===== src/rtl/lcd_ctrl_if.sv =====
// rtl/lcd_ctrl_if.sv - store-side and LCD pin bundle for lcd_ctrl
interface lcd_ctrl_if;
   logic [31:0] i_lcd_word;
   logic        i_lcd_valid;
   logic        o_lcd_ready;
   logic        o_lcd_busy;
   logic [7:0]  o_lcd_data;
   logic        o_lcd_rs;
   logic        o_lcd_rw;
   logic        o_lcd_en;
   logic        o_lcd_on;

   modport slave (
      input  i_lcd_word, i_lcd_valid,
      output o_lcd_ready, o_lcd_busy, o_lcd_data, o_lcd_rs, o_lcd_rw, o_lcd_en, o_lcd_on
   );

   modport master (
      output i_lcd_word, i_lcd_valid,
      input  o_lcd_ready, o_lcd_busy, o_lcd_data, o_lcd_rs, o_lcd_rw, o_lcd_en, o_lcd_on
   );
endinterface


===== src/rtl/lcd_ctrl.sv =====
// rtl/lcd_ctrl.sv - HD44780-style LCD write sequencer with one-entry holding buffer
module lcd_ctrl #(
   parameter int unsigned SETUP_CYC     = 2,
   parameter int unsigned EN_HIGH_CYC   = 12,
   parameter int unsigned HOLD_CYC      = 2,
   parameter int unsigned CMD_WAIT_CYC  = 2000,
   parameter int unsigned CLR_WAIT_CYC  = 82000,
   parameter int unsigned INIT_WAIT_CYC = 750000
) (
   input  logic       i_clk,
   input  logic       i_reset,
   lcd_ctrl_if.slave  lcd
);

   // Reload values are length-1 so a phase ends on the cycle its counter reads zero;
   // a zero length behaves like one.
   localparam logic [31:0] SETUP_LD = (SETUP_CYC     == 0) ? 32'd0 : 32'(SETUP_CYC - 1);
   localparam logic [31:0] EN_LD    = (EN_HIGH_CYC   == 0) ? 32'd0 : 32'(EN_HIGH_CYC - 1);
   localparam logic [31:0] HOLD_LD  = (HOLD_CYC      == 0) ? 32'd0 : 32'(HOLD_CYC - 1);
   localparam logic [31:0] CMD_LD   = (CMD_WAIT_CYC  == 0) ? 32'd0 : 32'(CMD_WAIT_CYC - 1);
   localparam logic [31:0] CLR_LD   = (CLR_WAIT_CYC  == 0) ? 32'd0 : 32'(CLR_WAIT_CYC - 1);
   localparam logic [31:0] INIT_LD  = (INIT_WAIT_CYC == 0) ? 32'd0 : 32'(INIT_WAIT_CYC - 1);

   typedef enum logic [2:0] {
      PWR_WAIT,
      INIT_LOAD,
      IDLE,
      SETUP,
      PULSE,
      HOLD,
      WAIT
   } state_t;

   state_t      state;
   logic [31:0] cnt;
   logic        buf_full;
   logic        buf_rs;
   logic [7:0]  buf_data;
   logic        init_done;
   logic [1:0]  init_idx;
   logic [7:0]  data_q;
   logic        rs_q;
   logic        en_q;
   logic        on_q;
   logic        ready;
   logic        unused_word_bits;

   // Power-on command sequence: 8-bit 2-line, display on, clear, entry mode increment.
   function automatic logic [7:0] init_cmd(input logic [1:0] idx);
      case (idx)
         2'd0:    init_cmd = 8'h38;
         2'd1:    init_cmd = 8'h0C;
         2'd2:    init_cmd = 8'h01;
         default: init_cmd = 8'h06;
      endcase
   endfunction

   // Clear and return-home need the long settle time.
   function automatic logic is_slow(input logic rs, input logic [7:0] d);
      is_slow = !rs && (d == 8'h01 || d == 8'h02);
   endfunction

   assign ready            = init_done && !buf_full;
   assign unused_word_bits = ^{lcd.i_lcd_word[30:10], lcd.i_lcd_word[8]};

   // Buffer capture and the transfer sequencer share one register block.
   always_ff @(posedge i_clk or posedge i_reset) begin
      if (i_reset) begin
         state     <= PWR_WAIT;
         cnt       <= INIT_LD;
         buf_full  <= 1'b0;
         buf_rs    <= 1'b0;
         buf_data  <= 8'h00;
         init_done <= 1'b0;
         init_idx  <= 2'd0;
         data_q    <= 8'h00;
         rs_q      <= 1'b0;
         en_q      <= 1'b0;
         on_q      <= 1'b0;
      end else begin
         // Capture only when empty, so this never collides with the IDLE drain below.
         if (lcd.i_lcd_valid && ready) begin
            buf_full <= 1'b1;
            buf_rs   <= lcd.i_lcd_word[9];
            buf_data <= lcd.i_lcd_word[7:0];
            on_q     <= lcd.i_lcd_word[31];
         end

         case (state)
            PWR_WAIT: begin
               if (cnt == '0) state <= INIT_LOAD;
               else           cnt   <= cnt - 32'd1;
            end
            INIT_LOAD: begin
               data_q <= init_cmd(init_idx);
               rs_q   <= 1'b0;
               cnt    <= SETUP_LD;
               state  <= SETUP;
            end
            IDLE: begin
               if (buf_full) begin
                  data_q   <= buf_data;
                  rs_q     <= buf_rs;
                  buf_full <= 1'b0;
                  cnt      <= SETUP_LD;
                  state    <= SETUP;
               end
            end
            SETUP: begin
               if (cnt == '0) begin
                  en_q  <= 1'b1;
                  cnt   <= EN_LD;
                  state <= PULSE;
               end else begin
                  cnt <= cnt - 32'd1;
               end
            end
            PULSE: begin
               if (cnt == '0) begin
                  en_q  <= 1'b0;
                  cnt   <= HOLD_LD;
                  state <= HOLD;
               end else begin
                  cnt <= cnt - 32'd1;
               end
            end
            HOLD: begin
               if (cnt == '0) begin
                  cnt   <= is_slow(rs_q, data_q) ? CLR_LD : CMD_LD;
                  state <= WAIT;
               end else begin
                  cnt <= cnt - 32'd1;
               end
            end
            WAIT: begin
               if (cnt == '0) begin
                  if (init_done) begin
                     state <= IDLE;
                  end else if (init_idx == 2'd3) begin
                     init_done <= 1'b1;
                     state     <= IDLE;
                  end else begin
                     // Next init command goes out on this edge so init transfers run back-to-back.
                     init_idx <= 2'(init_idx + 2'd1);
                     data_q   <= init_cmd(2'(init_idx + 2'd1));
                     rs_q     <= 1'b0;
                     cnt      <= SETUP_LD;
                     state    <= SETUP;
                  end
               end else begin
                  cnt <= cnt - 32'd1;
               end
            end
            default: begin
               state <= PWR_WAIT;
               cnt   <= INIT_LD;
            end
         endcase
      end
   end

   assign lcd.o_lcd_ready = ready;
   assign lcd.o_lcd_busy  = !(state == IDLE && !buf_full && init_done);
   assign lcd.o_lcd_data  = data_q;
   assign lcd.o_lcd_rs    = rs_q;
   assign lcd.o_lcd_rw    = 1'b0;
   assign lcd.o_lcd_en    = en_q;
   assign lcd.o_lcd_on    = on_q;

endmodule


===== src/flat_wrapper.sv =====
// flat-port wrapper written by rule: the top's interface ports become plain ports
module lcd_ctrl_flat 
#(
   parameter int unsigned SETUP_CYC     = 2,
   parameter int unsigned EN_HIGH_CYC   = 12,
   parameter int unsigned HOLD_CYC      = 2,
   parameter int unsigned CMD_WAIT_CYC  = 2000,
   parameter int unsigned CLR_WAIT_CYC  = 82000,
   parameter int unsigned INIT_WAIT_CYC = 750000
)
  (i_clk, i_reset, lcd_i_lcd_word, lcd_i_lcd_valid, lcd_o_lcd_ready, lcd_o_lcd_busy, lcd_o_lcd_data, lcd_o_lcd_rs, lcd_o_lcd_rw, lcd_o_lcd_en, lcd_o_lcd_on);
  lcd_ctrl_if lcd_i ();
  input  logic i_clk;
  input  logic i_reset;
  input wire logic [$bits(lcd_i.i_lcd_word)-1:0] lcd_i_lcd_word;
  input wire logic [$bits(lcd_i.i_lcd_valid)-1:0] lcd_i_lcd_valid;
  output wire logic [$bits(lcd_i.o_lcd_ready)-1:0] lcd_o_lcd_ready;
  output wire logic [$bits(lcd_i.o_lcd_busy)-1:0] lcd_o_lcd_busy;
  output wire logic [$bits(lcd_i.o_lcd_data)-1:0] lcd_o_lcd_data;
  output wire logic [$bits(lcd_i.o_lcd_rs)-1:0] lcd_o_lcd_rs;
  output wire logic [$bits(lcd_i.o_lcd_rw)-1:0] lcd_o_lcd_rw;
  output wire logic [$bits(lcd_i.o_lcd_en)-1:0] lcd_o_lcd_en;
  output wire logic [$bits(lcd_i.o_lcd_on)-1:0] lcd_o_lcd_on;
  assign lcd_i.i_lcd_word = lcd_i_lcd_word;
  assign lcd_i.i_lcd_valid = lcd_i_lcd_valid;
  assign lcd_o_lcd_ready = lcd_i.o_lcd_ready;
  assign lcd_o_lcd_busy = lcd_i.o_lcd_busy;
  assign lcd_o_lcd_data = lcd_i.o_lcd_data;
  assign lcd_o_lcd_rs = lcd_i.o_lcd_rs;
  assign lcd_o_lcd_rw = lcd_i.o_lcd_rw;
  assign lcd_o_lcd_en = lcd_i.o_lcd_en;
  assign lcd_o_lcd_on = lcd_i.o_lcd_on;
  lcd_ctrl #(.SETUP_CYC(SETUP_CYC), .EN_HIGH_CYC(EN_HIGH_CYC), .HOLD_CYC(HOLD_CYC), .CMD_WAIT_CYC(CMD_WAIT_CYC), .CLR_WAIT_CYC(CLR_WAIT_CYC), .INIT_WAIT_CYC(INIT_WAIT_CYC)) u_core (.i_clk(i_clk), .i_reset(i_reset), .lcd(lcd_i));
endmodule

===== config.mk =====
export PLATFORM = sky130hd
export DESIGN_NAME = lcd_ctrl_flat
export DESIGN_NICKNAME = d
export VERILOG_FILES = /design/src/rtl/lcd_ctrl_if.sv /design/src/rtl/lcd_ctrl.sv /design/src/flat_wrapper.sv
export SDC_FILE = /design/constraint.sdc
export NUM_CORES = 1
export LEC_CHECK = 0
export ABC_CLOCK_PERIOD_IN_PS = 2500
export BUFFER_PORTS_ARGS = -buffer_cell sky130_fd_sc_hd__buf_2
export CELL_PAD_IN_SITES_DETAIL_PLACEMENT = 1
export CELL_PAD_IN_SITES_GLOBAL_PLACEMENT = 1
export CORE_MARGIN = 4
export CORE_UTILIZATION = 31
export DETAILED_ROUTE_END_ITERATION = 8
export PLACE_DENSITY_LB_ADDON = 0.1
export SYNTH_ARGS = -nofsm -noshare
export SYNTH_HDL_FRONTEND = slang
export SYNTH_SLANG_ARGS = --single-unit

===== constraint.sdc =====
create_clock -name i_clk -period 2.5 [get_ports i_clk]
set_input_delay 0.25 -clock i_clk [delete_from_list [all_inputs] [get_ports i_clk]]
set_output_delay 0.25 -clock i_clk [all_outputs]
set_load 0.03 [all_outputs]

==> Yosys cells after proc, flatten, opt, wreduce, memory -nomap -nowiden <==
Cells that the tools add are included.
{ "word_totals": {"input_bits": 35, "reg_bits": 59, "output_inout_bits": 14} }
{ "classes": {"n_reduce_logical": 21, "bitwise": 2, "muxes": 39, "n_eq_ne": 24, "n_addsub": 2} }
{ "ops": {"columns": ["cell", "count"], "rows": [
  ["$mux 32", 8],
  ["$pmux 32 s7", 1],
  ["$pmux 6 s3", 2],
  ["$logic_not 32->1", 1],
  ["$mux 8", 4],
  ["$sub 32x1->32 const B", 1],
  ["$pmux 8 s3", 1],
  ["$mux 3", 7],
  ["$pmux 3 s7", 1],
  ["$mux 17", 1],
  ["$mux 1", 12],
  ["$ne 2x1->1 const B", 6],
  ["$eq 3x3->1 const B", 3],
  ["$eq 8x1->1 const B", 1],
  ["$eq 8x2->1 const B", 1],
  ["$reduce_and 4->1", 2],
  ["$eq 2x2->1 const B", 3],
  ["$eq 3x2->1 const B", 2],
  ["$ne 2x2->1 const B", 3],
  ["$ne 3x3->1 const B", 2],
  ["$reduce_and 6->1", 1],
  ["$logic_and 1x1->1", 5],
  ["$reduce_and 5->1", 1],
  ["$eq 2x1->1 const B", 2],
  ["13 further kinds", 17]
]} }

==> Longest topological paths before layout <==
Gate-level depths: netlist of the first run.
{ "depth": {"word_depth": 7, "depth_mapped": 9, "ltp_nobuf": 8} }

==> Worst setup path after synthesis of the first run <==
No wires, ideal clock.
{ "synth_path": {"path_type": "flip-flop to flip-flop", "from": "register u_core.cnt[20]", "to": "register u_core.init_idx[1]", "path_slack_ns": 0.182, "required_ns": 2.375, "t_arrival_ns": 2.193, "path_stages_with_launch": 7, "synth_period_minus_slack_ns": 2.318, "n_path_buf": 1, "cell_sequence": "dfrtp_1 > buf_6 > or4_4 > or3_4 > nor4_4 > nand4_2 > mux2_4"} }
{ "synth_via": {"elab_chain_cells": 2} }
{ "synth_lines": {"columns": ["item", "line_no", "text"], "rows": [
  ["from (decl)", "lcd_ctrl.sv:35", "logic [31:0] cnt;"],
  ["from (signal assigned)", "lcd_ctrl.sv:92", "else cnt <= cnt - 32'd1;"],
  ["from (signal assigned)", "lcd_ctrl.sv:115", "cnt <= cnt - 32'd1;"],
  ["from (signal assigned)", "lcd_ctrl.sv:124", "cnt <= cnt - 32'd1;"],
  ["$logic_not 32->1", "lcd_ctrl.sv:136", "if (cnt == '0) begin"],
  ["$reduce_and 4->1 (no line)", null, null],
  ["to (signal assigned)", "lcd_ctrl.sv:144", "init_idx <= 2'(init_idx + 2'd1);"],
  ["to (decl)", "lcd_ctrl.sv:40", "logic [1:0] init_idx;"]
]} }
Every way passes these cells.
A chain may end at the register's enable or synchronous reset.

==> Worst setup path after layout of the first run <==
{ "layout_path": {"from": "register u_core.cnt[22]", "to": "register u_core.data_q[2], in the netlist u_core.lcd.o_lcd_data[2]"} }
{ "layout_via": {"elab_chain_cells": 3} }
{ "layout_lines": {"columns": ["item", "line_no", "text"], "rows": [
  ["$logic_not 32->1", "lcd_ctrl.sv:136", null],
  ["$ne 2x1->1 (no line)", null, null],
  ["$reduce_and 5->1 (no line)", null, null],
  ["to (signal assigned)", "lcd_ctrl.sv:95", "data_q <= init_cmd(init_idx);"],
  ["to (signal assigned)", "lcd_ctrl.sv:102", "data_q <= buf_data;"],
  ["to (signal assigned)", "lcd_ctrl.sv:145", "data_q <= init_cmd(2'(init_idx + 2'd1));"],
  ["to (decl)", "lcd_ctrl.sv:41", "logic [7:0] data_q;"]
]} }
Every way passes these cells.

==> summary.txt, run 1 <==
Clock Sinks - 59
H-tree depth - 3
Hold-fix buffers, CTS - 0
Syn Nets - 455
flop-to-flop setup slack - 0.06 ns
post-DR wirelength/cell - 18.6 um
maximum buffer depth of the clock tree - 2
Starting DRT DRC Count - 129
DRT antenna net count - 0
die height - 119 um
Post-DP HPWL - 8720 um
synthesized area per cell - 9.25 um^2
clk root buf - clkbuf_16
#FFs+latches synth - 59
max frequency - 409 MHz
Synth cell types - 69
Starting Density - 31.6%
Max-cap violations - 0
First-pass DRT Iterations - 4
Worst-Skew Late Latency - 0.34 ns
fraction of registers with async set/reset - 100%
FF-to-FF path depth - 8
post-place setup slack - -0.0916 ns
critical path class - register to register
Tcrit/Tclk final - 97.7%
Rel. slew slack - 57.0%
clk_skew - 0.00578 ns
power per cell area - 452 nW/um^2
initial antenna violation count - 0
Crit Path Max Fanout - 6
WL final - 12,000 um
CP arrival - 2.66 ns
post-layout min period - 2.44 ns
Top FF cell, synth - dfrtp_1
Area Overhead vs Synth - 30.7%
PortBufs - 25
GRT Util Overall - 17.7%
first-pass GRT wire length - 20,100 um
row count - 40
full die area - 14,100 um^2
crit end category - register
Final Setup Violations - 0
Core Box Area - 12,000 um^2
outcome - finished clean
Antenna diodes - 0
r2r startpoint - u_core.cnt[22]
routability cong. - 0.817
via total after detailed routing - 3,538
# DRC - 0
Mapped Area - 3800 um^2
final net count - 536
IO Count - 49
number of synthesized flops with an enable pin - 0
cells after synthesis - 411
largest net degree at the start of global routing - 32
final hold violations - 0
vias in the first global route - 3,878
Slew Limit Fails - 0
RSZ-0062 raised after global routing - yes
vias per cell - 5.49
WP data required - 2.72 ns
Lkg Pwr - 0.00214 uW
crit path launch type - register
CTS tree - built
worst reg2reg endpoint - u_core.lcd.o_lcd_data[2]
Inserted Clock Buffers - 9
Final WS setup - 0.0574 ns
Peak VDD IR - 0.319 mV
synth warn - 0
worst slew pin tran - 0.644 ns
Die X - 119 um
worst min path class - input port to async pin
grt ovf - 0
register area share after synthesis - 39.3%
layout cells sized above 1 - 36.0%
Reg clk slew, reported paths - 0.05 ns
setup TNS - 0 ns
[routing by layer]
metal,part of all wire (%),vias to the layer above,GRT usage (%)
met2,49,57,30.3
met1,46,1746,22.2
li1,-,1712,-
met5,0,-,0
met3,2.8,23,2.73
met4,2.3,0,7.39
[through the flow]
stage | util, % | cells | total power [uW] | hold WS [ns] | area [um^2]
2_1_floorplan | - | 411 | 990 | 0.400 | 3800
3_3_place_gp | 37.4 | 620 | 1010 | 0.388 | 4490
3_5_place_dp | 37.4 | 620 | 1010 | 0.382 | 4490
4_1_cts | 40.0 | 636 | 2290 | 0.0222 | 4800
5_1_grt | 41.3 | 644 | 2340 | 0.0670 | 4960
6_report | 41.3 | 644 | 2250 | 0.0000953 | 4960
[state kept, by name, summed over array words and instances (netlist names)]
name                   flops
u_core.buf_data            8
u_core.buf_full            1
u_core.buf_rs              1
u_core.cnt                32
u_core.init_done           1
u_core.init_idx            2
u_core.lcd.o_lcd_data      8
u_core.lcd.o_lcd_en        1
u_core.lcd.o_lcd_on        1
u_core.lcd.o_lcd_rs        1
u_core.state               3
[Yosys cell counts, drive strengths merged, types with 5 or more instances]
| cell type | number | area [um^2] |
|---|---|---|
| o221ai | 9 | 78.8 |
| ha | 9 | 113 |
| nor3 | 9 | 61.3 |
| clkbuf | 10 | 37.5 |
| nand2 | 51 | 191 |
| o21ai | 21 | 120 |
| or4 | 7 | 56.3 |
| buf | 17 | 103 |
| o211ai | 30 | 230 |
| nor4 | 11 | 105 |
| inv | 7 | 26.3 |
| mux2 | 18 | 206 |
| nand3 | 11 | 55.1 |
| dfstp | 13 | 342 |
| or2 | 5 | 31.3 |
| nand4 | 6 | 43.8 |
| a21oi | 32 | 164 |
| nor2 | 31 | 126 |
| or3 | 7 | 53.8 |
| dfrtp | 46 | 1150 |
[cell usage in the layout, fill, tap and decap left out, types with 3 or more instances in the layout]
cell type,n
a21oi_1,31
and4_1,3
nor4_1,7
nor3_1,6
clkinv_2,3
nand3_1,10
or4_1,5
buf_4,63
nand4_1,5
o211ai_1,29
or3_1,5
clkbuf_16,10
inv_1,6
nor2b_1,4
buf_6,5
nor3b_1,4
buf_2,25
xnor2_1,3
dfrtp_1,46
or2_2,5
mux2_2,17
o31ai_1,4
nand2b_1,4
ha_1,9
mux2i_1,3
nand2_1,50
o21ai_0,17
buf_12,3
o221ai_1,9
nor2_1,28
and3_1,3
nor4_4,3
a22oi_1,4
dfstp_2,13
[critical path: stages (launching register included)]
cell and delay (ns):
dfrtp_1 0.38, or4_4 0.57, nor3_4 0.24, and4_4 0.27, buf_6 0.11, buf_4 0.13, a41oi_4 0.13, o21ai_4 0.13
mux2_2 0.37
[cell families after synthesis]
logic type | share of synthesized area (%)
adder cells (fa/ha/maj) | 2.96
AO/OA/AOI/OAI | 22.4
AND/OR/NAND/NOR | 23.6
buffers and inverters | 4.48
other | 0.0987
flip-flops | 39.3
XOR/XNOR | 0.922
multiplexers | 6.22
[report_power, final]
part           switching, uW  total (uW)  leakage [uW]  internal (uW)
Sequential                 0         957      0.000734            957
Combinational           24.0        33.9       0.00126           9.89
Clock                    463        1260      0.000145            793
[worst max path at each step]
stage | startpoint | end
floorplan | u_core.cnt[20] | u_core.init_idx[1]
global placement | u_core.cnt[0] | u_core.cnt[0]
detailed placement | u_core.cnt[1] | u_core.cnt[0]
CTS | u_core.cnt[1] | u_core.cnt[5]
global route | u_core.cnt[22] | u_core.cnt[28]
finish | u_core.cnt[22] | u_core.lcd.o_lcd_data[2]
[what timing repair did]
item	CTS	global route
gates resized for setup	3	19
cloned	0	1
setup buffers	0	8
pin swaps	0	12
endpoints found under the setup margin	14	29
[layout make-up]
class,count,area (um^2)
clock buffer,11,243
timing repair buffer,97,739
clock inverter,5,52.6
inverter,8,30.0
sequential,59,1490
multi-input combinational,317,2220
fill,1405,7050
tap,147,184
(Power assumes the default switching activity.)
==> run 2, diff against run 1 <==
- ABC_CLOCK_PERIOD_IN_PS: 2500 -> 2029
- clock period: 2.5 -> 2.03 ns (I/O delays scaled with it)
==> summary.txt, run 2 (same netlist as run 1, synthesis figures left out) <==
initial antenna violation count - 0
fin util - 48.3%
crit end category - register
largest net degree at the start of global routing - 26
RSZ-0062 raised after global routing - yes
Clock Sinks - 59
worst min path class - input port to register
CTS tree - built
most common cell after layout, fill and taps aside - buf_4
crit path launch type - register
Final Power - 2660 uW
Clk network pwr share - 54.1%
DP Area - 5060 um^2
Starting DRT DRC Count - 149
PortBufs - 25
CP arrival - 2.59 ns
H-tree depth - 3
P_sw - 617 uW
failing checks - negative setup slack
IO Count - 49
Final WS setup - -0.341 ns
# DRC - 0
sequential share of power - 44.3%
Reg clk slew, reported paths - 0.06 ns
outcome - finished with violations
Inserted Clock Buffers - 9
Post-DP HPWL - 9860 um
Slew Limit Fails - 0
post-place setup slack - -0.375 ns
Largest Register - u_core.cnt
via total after detailed routing - 3,814
vias per cell - 5.40
Lkg Pwr - 0.00255 uW
First-pass DRT Iterations - 4
Comb power frac - 1.6%
Sw Share - 23.2%
post-layout min period - 2.37 ns
final hold violations - 0
Die X - 119 um
Rel. slew slack - 60.9%
layout cells sized above 1 - 50.8%
GRT Util Overall - 20.3%
Max-cap violations - 0
full die area - 14,100 um^2
final net count - 598
Worst-Skew Late Latency - 0.34 ns
Area Overhead vs Synth - 52.7%
routability cong. - 0.803
Non-Filler Instances - 706
clk root buf - clkbuf_16
Crit Path Max Fanout - 14
Starting Density - 31.6%
first-pass GRT wire length - 22,700 um
Final Setup Violations - 48
power per cell area - 458 nW/um^2
Antenna diodes - 0
Placed Cells - 674
die height - 119 um
post-DR wirelength/cell - 19.3 um
critical path class - register to register
row count - 40
grt ovf - 0
max frequency - 422 MHz
maximum buffer depth of the clock tree - 2
vias in the first global route - 4,288
worst slew pin tran - 0.584 ns
Tcrit/Tclk final - 117%
WL final - 13,600 um
Internal Power - 2040 uW
Largest register FFs - 32
Core Box Area - 12,000 um^2
DRT antenna net count - 0
commonest cells after routing, fill and taps aside - 102 x buf_4, 46 x nand2_1, 46 x dfrtp_1, 29 x o211ai_1, 27 x nor2_1
clk_skew - 0.00779 ns
fin area - 5800 um^2
WP data required - 2.25 ns
Peak VDD IR - 0.428 mV
[run 2: metal layers]
layer / global-route usage, % / part of all wire, %
met1: 25.0 / 44
met2: 35.5 / 52
met3: 3.40 / 2.0
met4: 7.60 / 1.8
met5: 0 / 0
[run 2: cell type report]
type                       instances  area, um^2
clock buffer                      11         243
timing repair buffer             158        1280
fill                            1353        6210
clock inverter                     5        28.8
inverter                           8        30.0
tap                              147         184
multi-input combinational        318        2550
sequential                        59        1490
[run 2: worst max-delay path, stage by stage (launching register included)]
cell      delay [ns]
dfrtp_1         0.39
or4_4           0.57
nor3_4          0.19
and4_4          0.26
buf_12          0.12
a211oi_4        0.12
buf_12          0.19
nor3_4          0.25
o22ai_1         0.14
[run 2: power groups by stage]
stage | Combinational (uW) | Sequential (uW) | Clock [uW]
4_1_cts | 45.1 | 1180 | 1480
2_1_floorplan | 21.1 | 1200 | 0
3_3_place_gp | 42.4 | 1200 | 0
3_5_place_dp | 43.8 | 1200 | 0
5_1_grt | 50.4 | 1180 | 1540
6_report | 42.2 | 1180 | 1440
[run 2: timing repair]
action,CTS,global route
gates resized for setup,56,33
gates cloned,3,0
endpoints found under the setup margin,47,48
endpoints found under the hold margin,22,0
buffers inserted,9,5
hold buffers,1,0
pin swaps,23,25
[run 2: per-stage QoR]
step | hold slack [ns] | TNS, ns
detailed placement | 0.282 | -12.42
CTS | 0.0816 | -12.55
global route | 0.0913 | -15.80
global placement | 0.275 | -10.29
finish | 0.0946 | -11.72
floorplan | 0.353 | -4.64
[run 2: path summary, 6_finish.rpt]
kind | from | endpoint | slack, ns | depth (start not counted)
worst max-delay path | u_core.cnt[23] | u_core.cnt[24] | -0.34 | 8
max in group asynchronous | i_reset | u_core.cnt[7] | 0.82 | 4
worst min register to register | u_core.buf_data[0] | u_core.buf_data[0] | 0.50 | 1
worst min-delay path | lcd_i_lcd_word[9] | u_core.buf_rs | 0.09 | 2
worst max register to register | u_core.cnt[23] | u_core.cnt[24] | -0.34 | 8
min in group asynchronous | i_reset | u_core.state[2] | 0.46 | 3
